## config.mk

```make
export PLATFORM = sky130hd
export DESIGN_NAME = life_engine
export DESIGN_NICKNAME = d
export VERILOG_FILES = /design/src/rtl/life_pkg.sv /design/src/rtl/life_cell.sv /design/src/rtl/life_engine.sv
export SDC_FILE = /design/constraint.sdc
export NUM_CORES = 1
export LEC_CHECK = 0
export ABC_AREA = 1
export BUFFER_PORTS_ARGS = -buffer_cell sky130_fd_sc_hd__buf_2
export CELL_PAD_IN_SITES_DETAIL_PLACEMENT = 2
export CELL_PAD_IN_SITES_GLOBAL_PLACEMENT = 2
export CORE_MARGIN = 4
export CORE_UTILIZATION = 40
export DETAILED_ROUTE_END_ITERATION = 10
export GPL_TIMING_DRIVEN = 0
export MAX_ROUTING_LAYER = met4
export PLACE_DENSITY_LB_ADDON = 0.1
export SLEW_MARGIN = 20
export SYNTH_ARGS = -nofsm -noshare
export SYNTH_HDL_FRONTEND = slang
export SYNTH_SLANG_ARGS = --single-unit
```

## constraint.sdc

```tcl
create_clock -name clk -period 9.8 [get_ports clk]
set_input_delay 0 -clock clk [delete_from_list [all_inputs] [get_ports clk]]
set_output_delay 0 -clock clk [all_outputs]
set_load 0.01 [all_outputs]
```

## src/rtl/life_pkg.sv

```systemverilog
// Shared types and constants for the Game-of-Life engine.
// Holds the FSM state encoding, default grid size and counter helpers.
package life_pkg;

    localparam int DEF_ROWS = 8;
    localparam int DEF_COLS = 8;
    localparam int CNT_W    = 16;

    localparam logic [CNT_W-1:0] CNT_ZERO = {CNT_W{1'b0}};
    localparam logic [CNT_W-1:0] CNT_ONE  = {{(CNT_W-1){1'b0}}, 1'b1};
    localparam logic [CNT_W-1:0] CNT_MAX  = {CNT_W{1'b1}};

    typedef enum logic [1:0] {
        ST_IDLE  = 2'd0,
        ST_PAUSE = 2'd1,
        ST_RUN   = 2'd2,
        ST_HALT  = 2'd3
    } state_t;

    // Saturating increment used for the generation counter.
    function automatic logic [CNT_W-1:0] sat_inc(input logic [CNT_W-1:0] v);
        logic [CNT_W-1:0] r;
        if (v == CNT_MAX) begin
            r = v;
        end else begin
            r = v + CNT_ONE;
        end
        return r;
    endfunction

endpackage

```

## src/rtl/life_cell.sv

```systemverilog
// Single Game-of-Life cell: eight neighbour bits plus the current bit
// produce the cell's next-generation value (purely combinational).
module life_cell
    import life_pkg::*;
(
    input  logic [7:0] nbrs,
    input  logic       cur,
    output logic       nxt
);

    logic [3:0] cnt_s;

    // Neighbour population count followed by the survive/birth rule.
    always_comb begin
        cnt_s = 4'd0;
        for (int i = 0; i < 8; i++) begin
            cnt_s = cnt_s + {3'd0, nbrs[i]};
        end
        if (cnt_s == 4'd3) begin
            nxt = 1'b1;
        end else if (cnt_s == 4'd2) begin
            nxt = cur;
        end else begin
            nxt = 1'b0;
        end
    end

endmodule

```

## src/rtl/life_engine.sv

```systemverilog
// Game-of-Life engine: a ROWS x COLS grid advanced one generation per
// tick (free-run) or per step pulse (paused), with stable/extinct flags.
module life_engine
    import life_pkg::*;
#(
    parameter int ROWS           = DEF_ROWS,
    parameter int COLS           = DEF_COLS,
    parameter int WRAP           = 1,
    parameter int STOP_ON_STABLE = 1
) (
    input  logic                 clk,
    input  logic                 reset,
    input  logic [ROWS*COLS-1:0] seed,
    input  logic                 load,
    input  logic                 power,
    input  logic                 step,
    input  logic [CNT_W-1:0]     period,
    output logic [ROWS*COLS-1:0] grid,
    output logic [CNT_W-1:0]     gen_count,
    output logic                 stable,
    output logic                 extinct
);

    localparam int N = ROWS * COLS;

    state_t           state_r;
    logic [N-1:0]     grid_r;
    logic [N-1:0]     next_s;
    logic [CNT_W-1:0] gen_count_r;
    logic [CNT_W-1:0] tick_r;
    logic             stable_r;
    logic             extinct_r;

    logic             tick_hit_s;
    logic             same_s;
    logic             next_empty_s;
    logic             gen_fire_s;

    // Neighbour wiring: k enumerates the 8 offsets row-major, skipping centre.
    for (genvar r = 0; r < ROWS; r++) begin : g_row
        for (genvar c = 0; c < COLS; c++) begin : g_col
            localparam int IDX = (ROWS - 1 - r) * COLS + (COLS - 1 - c);
            logic [7:0] nbr_s;

            for (genvar k = 0; k < 8; k++) begin : g_nbr
                localparam int DR = (k < 3) ? -1 : ((k < 5) ? 0 : 1);
                localparam int DC = (k == 0 || k == 3 || k == 5) ? -1 :
                                    ((k == 1 || k == 6) ? 0 : 1);
                localparam int RR = r + DR;
                localparam int CC = c + DC;

                if (WRAP != 0 || (RR >= 0 && RR < ROWS && CC >= 0 && CC < COLS)) begin : g_in
                    assign nbr_s[k] = grid_r[(ROWS - 1 - ((RR + ROWS) % ROWS)) * COLS
                                           + (COLS - 1 - ((CC + COLS) % COLS))];
                end else begin : g_out
                    assign nbr_s[k] = 1'b0;
                end
            end

            life_cell u_cell (
                .nbrs (nbr_s),
                .cur  (grid_r[IDX]),
                .nxt  (next_s[IDX])
            );
        end
    end

    // Decide whether this cycle commits a new generation; load always wins.
    always_comb begin
        tick_hit_s   = (tick_r == period);
        same_s       = (next_s == grid_r);
        next_empty_s = ~|next_s;
        gen_fire_s   = 1'b0;
        if (load) begin
            gen_fire_s = 1'b0;
        end else begin
            case (state_r)
                ST_PAUSE: gen_fire_s = ~power & step;
                ST_RUN:   gen_fire_s = power & tick_hit_s;
                default:  gen_fire_s = 1'b0;
            endcase
        end
    end

    // Control FSM together with all registered grid state and flags.
    always_ff @(posedge clk or negedge reset) begin
        if (!reset) begin
            state_r     <= ST_IDLE;
            grid_r      <= {N{1'b0}};
            gen_count_r <= CNT_ZERO;
            tick_r      <= CNT_ZERO;
            stable_r    <= 1'b0;
            extinct_r   <= 1'b1;
        end else if (load) begin
            state_r     <= ST_PAUSE;
            grid_r      <= seed;
            gen_count_r <= CNT_ZERO;
            tick_r      <= CNT_ZERO;
            stable_r    <= 1'b0;
            extinct_r   <= ~|seed;
        end else begin
            case (state_r)
                ST_IDLE: begin
                    state_r <= ST_IDLE;
                end
                ST_PAUSE: begin
                    if (power) begin
                        state_r <= ST_RUN;
                        tick_r  <= CNT_ZERO;
                    end else begin
                        state_r <= ST_PAUSE;
                    end
                end
                ST_RUN: begin
                    if (!power) begin
                        state_r <= ST_PAUSE;
                        tick_r  <= CNT_ZERO;
                    end else if (tick_hit_s) begin
                        tick_r  <= CNT_ZERO;
                    end else begin
                        tick_r  <= tick_r + CNT_ONE;
                    end
                end
                ST_HALT: begin
                    state_r <= ST_HALT;
                end
                default: begin
                    state_r <= ST_IDLE;
                end
            endcase

            // A stable generation still counts; halting overrides the case above.
            if (gen_fire_s) begin
                grid_r      <= next_s;
                gen_count_r <= sat_inc(gen_count_r);
                stable_r    <= same_s;
                extinct_r   <= next_empty_s;
                if (same_s && STOP_ON_STABLE != 0) begin
                    state_r <= ST_HALT;
                end else begin
                    state_r <= state_r;
                end
            end else begin
                stable_r <= stable_r;
            end
        end
    end

    assign grid      = grid_r;
    assign gen_count = gen_count_r;
    assign stable    = stable_r;
    assign extinct   = extinct_r;

endmodule

```

### Yosys cells after proc, flatten, opt, wreduce, memory -nomap -nowiden

Cells that the tools add are included.

| word-level totals | value |
|---|---|
| register bits after elaboration | 100 |
| input bits | 85 |
| output and inout port bits | 82 |
| logic and storage cells | 757 |

| operators by class | value |
|---|---|
| reductions and logical operators | 10 |
| bitwise gates (word level) | 3 |
| add/subtract/negate cells | 450 |
| equality and inequality tests | 138 |
| mux-type cells | 150 |

Operators with widths:

| operator | number |
|---|---|
| adder 4 x 1 -> 4 bit | 384 |
| equality test 4 x 2 -> 1 bit (second input constant) | 128 |
| two-way mux 1 bit | 133 |
| adder 1 x 1 -> 2 bit | 64 |
| two-way mux 64 bit | 2 |
| OR reduction 64 bit | 2 |
| two-way mux 16 bit | 7 |
| equality test 64 bit | 1 |
| adder 16 x 1 -> 16 bit (second input constant) | 2 |
| case mux 16 bit (2 select lines) | 1 |
| equality test 16 bit | 1 |
| equality test 16 bit (second input constant) | 1 |
| two-way mux 2 bit | 5 |
| case mux 2 bit (4 select lines) | 1 |
| != test 3 bit (second input constant) | 2 |
| AND reduction 2 bit | 3 |
| equality test 2 bit (second input constant) | 2 |
| != test 4 bit (second input constant) | 1 |
| nonzero test 3 bit | 1 |
| AND 1 bit | 2 |
| equality test 2 x 1 -> 1 bit (second input constant) | 1 |
| zero test 1 bit | 2 |
| zero test 2 bit | 1 |
| != test 2 bit (second input constant) | 1 |
| 3 further kinds | 3 |

### Longest topological paths before layout

| depth | value |
|---|---|
| depth after elaboration | 14 |
| depth in mapped cells | 25 |

### By module

From an unflattened synthesis, not the netlist that was laid out.

| second synthesis, totals | value |
|---|---|
| cell total of the unflattened synthesis | 2721 |
| area total of the unflattened synthesis | 19283.5 sq um |

Modules (own cells, without submodules):

| module | cells an instance | sequential area each (sq um) | area each (sq um) | instances |
|---|---|---|---|---|
| life_cell | 28 | 0.0 | 200.2 | 64 |
| life_engine | 929 | 2503.7 | 6471.2 | 1 |

### Worst setup path after synthesis

Ideal clock, no wire load.

| path | value |
|---|---|
| path kind | register to register |
| start point | register grid_r[6] (netlist: grid[6]) |
| end point | register state_r[0] |
| setup time | 0.117 ns |
| arrival | 3.902 ns |
| stages on the path, launching flop included | 24 |
| slack | 5.781 ns |
| path through | dfrtp_1 ha_1 inv_1 fa_1 fa_1 inv_1 fa_1 inv_1 fa_1 o21bai_1 nor2_1 nand2_1 nand2_1 nand2_1 nor2_1 nand2_1 nor2_1 nand2_1 nor2_1 nand2_1 nand2_1 nand2_1 nand2_1 nand2_1 |

| on the way | value |
|---|---|
| word-level cells in the longest chain between the ends | 13 |
| elaborated cells between the ends (all ways) | 72 |
| those cells by class | add/sub (35); eq/ne (18); mux (18); reduce/logical (1) |

Ends and longest elaborated chain:

| element | RTL line | source |
|---|---|---|
| start: declaration | life_engine.sv:27 | `logic [N-1:0] grid_r;` |
| start signal: assignment | life_engine.sv:89 | `grid_r <= {N{1'b0}};` |
| start signal: assignment | life_engine.sv:134 | `grid_r <= next_s;` |
| adder 1 x 1 -> 2 bit | life_cell.sv:17 | `cnt_s = cnt_s + {3'd0, nbrs[i]};` |
| adder 4 x 1 -> 4 bit (6 in series) | life_cell.sv:17 |  |
| equality test 4 x 2 -> 1 bit | life_cell.sv:21 | `end else if (cnt_s == 4'd2) begin` |
| two-way mux 1 bit | life_cell.sv:21 |  |
| two-way mux 1 bit | life_cell.sv:19 | `if (cnt_s == 4'd3) begin` |
| equality test 64 bit * | life_engine.sv:71 | `same_s = (next_s == grid_r);` |
| != test 3 bit (no line) * | - |  |
| AND reduction 2 bit (no line) * | - |  |
| end signal: assignment | life_engine.sv:141 | `state_r <= state_r;` |
| end: declaration | life_engine.sv:26 | `state_t state_r;` |

Every way passes the cells marked *; elsewhere a longest branch is shown, timed or not.
A chain may end at the register's enable or synchronous reset.

### Final worst setup path

| path | value |
|---|---|
| start point | register grid_r[12] (netlist: grid[12]) |
| end point | register state_r[0] |

The elaborated chain is that of the path after synthesis.

==> results.tsv <==
stage	metric	value	unit
outcome	status	complete, no violations	
timing	Final Hold Fails	0	
grt	GRT overflow	0	
cts	clk sink count	100	
yosys	Yosys top cell area share	0.275	
timing	worst slew pin tran	0.963	ns
yosys	FFs w/ async S/R, synth	1.00	
yosys	Synth Flop Type	dfrtp_1	
yosys	Syn Area/Cell	7.73	µm²
timing	Max Fclk	187	MHz
drt	Total Wirelength	82.1	mm
yosys	EDFF count, synth	0	
critical_path	CP max FO	8	
hold_path	worst hold path class	input port to flip-flop	
placed_design	routability cong.	0.892	
cts	total CTS buffers	9	
yosys	count leader, synth	inv_1	
floorplan	die area	50200	µm²
yosys	Netlist cell types	40	
grt	initial antenna violation count	6	
grt	largest net degree at the start of global routing	80	
cts	Longest Clk Path Bufs	2	
timing	setup violators final	0	
critical_path	Setup CP Type	flip-flop to flip-flop	
cts	htree depth	3	
yosys	post-synth net total	2952	
yosys	Synth area leaders	fa_1, dfrtp_1, ha_1	
timing	Slew Limit Headroom	0.358	
grt	first-pass GRT wire length	123	mm
layout	filler instances	5361	
drt	wire per inst	25.2	µm
floorplan	Starting Density	0.408	
floorplan	Chip Height	224	µm
drt	vias	17800	
layout	P&R area growth vs syn	13.4	%
job	max_cap viols	0	
drt	first drt pass iteration count	5	
yosys	synth cell count leaders	inv_1, nand2_1, fa_1	
floorplan	die width	224	µm
critical_path	startpoint type of the worst setup path	flip-flop	
cts	CTS tree	done	
timing	Clock Skew	0.0163	ns
yosys	post-synthesis cell count	2413	
timing	RSZ-0062 raised after global routing	false	
critical_path	critical path data arrival time	5.64	ns
cts	clk_lat worst skew	0.40	ns
critical_path	kind of end point of the critical path	flip-flop	
placed_design	DPL Wire Length	65.6	mm
drt	Antenna Nets Post-Route	0	
grt	vias in the first global route	20700	
floorplan	total core area	45800	µm²
layout	nets	3186	
yosys	area leader, netlist	fa_1	
yosys	Mapped Area	18700	µm²
timing	period utilization	0.545	
cts	clock-pin slew on the worst setup and hold paths	0.10	ns
layout	Multi-input gate area	13100	µm²
floorplan	io pins	167	
drt	DRC	0	
timing	Fin Setup TNS	0	ns
timing	min cycle time layout	5.34	ns
layout	share of layout cells above drive strength 1	0.104	
floorplan	Cell Rows	78	
timing	Pins Over Slew Limit	0	
drt	Vias/cell	5.48	
yosys	Yosys warnings	0	
cts	Root Buffer	clkbuf_16	
layout	Register Area	2500	µm²
yosys	post-synthesis sequential area ratio	0.134	
grt	Global Route Usage Sum	0.338	
placed_design	input/output buffers	165	
drt	initial drt markers	1055	
critical_path	data required time of the critical path	10.10	ns
yosys	Synth Register Bits	100	
cts	# resized after CTS	0	
==> metal layers <==
layer  wire (µm)  GRT usage  vias up
li1            -          -     7821
met1       32400      0.393     9206
met2       40500      0.572      610
met3        5200     0.0657      208
met4        3970      0.145        0
met5           0          -        -
==> critical path, cell delays in order, from the launching register on <==
cell     delay [ns]
dfrtp_1        0.75
inv_1          0.41
fa_1           0.58
fa_1           0.54
inv_1          0.06
fa_1           0.39
inv_1          0.08
fa_1           0.41
nor3_1         0.40
nand2_1        0.28
nand2_1        0.12
nand2_1        0.06
nor2_1         0.10
nand2_1        0.09
nor2_1         0.11
nand2_1        0.12
nor2_1         0.31
nand2_1        0.10
nand2_1        0.12
nand2_1        0.08
nand2_1        0.07
nand2_1        0.06
==> final timing paths <==
| kind | start | endpoint | slack (ns) | cells past startpoint |
|---|---|---|---|---|
| min in group asynchronous | reset | grid[44] | 0.04 | 2 |
| worst min register to register | stable | stable | 0.56 | 2 |
| worst max-delay path | grid[12] | state_r[0] | 4.46 | 21 |
| worst min-delay path | seed[57] | grid[57] | 0.01 | 5 |
| worst max register to register | grid[12] | state_r[0] | 4.46 | 21 |
| max in group asynchronous | reset | tick_r[6] | 8.94 | 3 |
==> cell type report <==
class,count,area share
buffer,91,0.0304
multi-input combinational,1583,0.619
inverter,639,0.113
clock inverter,7,0.00373
tap,600,0.0355
clock buffer,9,0.0106
sequential,100,0.118
antenna,7,0.000828
timing repair buffer,223,0.0678
==> stage by stage <==
stage          hold WS, ns  utilization  worst slack, ns  instances  instance area (µm²)
5_1_grt             0.0126        0.462             4.08       3258                21200
6_report            0.0108        0.462             4.46       3259                21200
4_1_cts            0.00586        0.462             4.44       3252                21100
3_3_place_gp         0.269        0.442             4.62       3178                20200
3_5_place_dp        -0.133        0.443             4.44       3179                20300
2_1_floorplan       -0.296            -             5.78       2413                18700
==> sequential cells by signal, indices dropped and copies added, names as in the netlist <==
name       cells
grid          64
stable         1
gen_count     16
extinct        1
state_r        2
tick_r        16
==> placed cells by master, fill, tap and decap left out, types with 2 or more instances in the layout <==
cell and count:
clkbuf_16 9, nor3_4 2, a21oi_1 10, clkbuf_1 10, o211ai_1 23, nor3_2 2, nor3b_1 3, nand2_2 3
nand4_1 33, ha_1 198, a211oi_1 2, buf_2 171, o21bai_1 38, clkinv_8 2, dlygate4sd3_1 57, dfrtp_1 99
diode_2 7, o221ai_1 38, inv_1 637, nand3b_1 34, o41ai_1 8, nand3_1 169, clkinv_4 2, buf_6 4
xnor2_1 20, nor2_1 172, buf_4 70, fa_1 256, nor4_1 12, nor3_1 22, o21ai_0 19, nand2_1 493
inv_6 2, xor2_1 17
==> repair_timing <==
item,in CTS,in global routing
endpoints found under the hold margin,155,0
setup buffers,0,0
hold buffers,57,0
==> cell families (layout without fill, tap and decap cells) <==
logic type | Yosys count | after routing | synth area share
flip-flops | 100 | 100 | 0.134
buffers and inverters | 730 | 969 | 0.163
AND/OR/NAND/NOR | 946 | 946 | 0.219
XOR/XNOR | 37 | 37 | 0.0174
adder cells (fa/ha/maj) | 454 | 454 | 0.408
AO/OA/AOI/OAI | 146 | 146 | 0.0583
other | 0 | 7 | 0
Power is left out: the tool's default activity adds up to more than one toggle a clock period on the data nets, which glitch-free logic cannot reach.
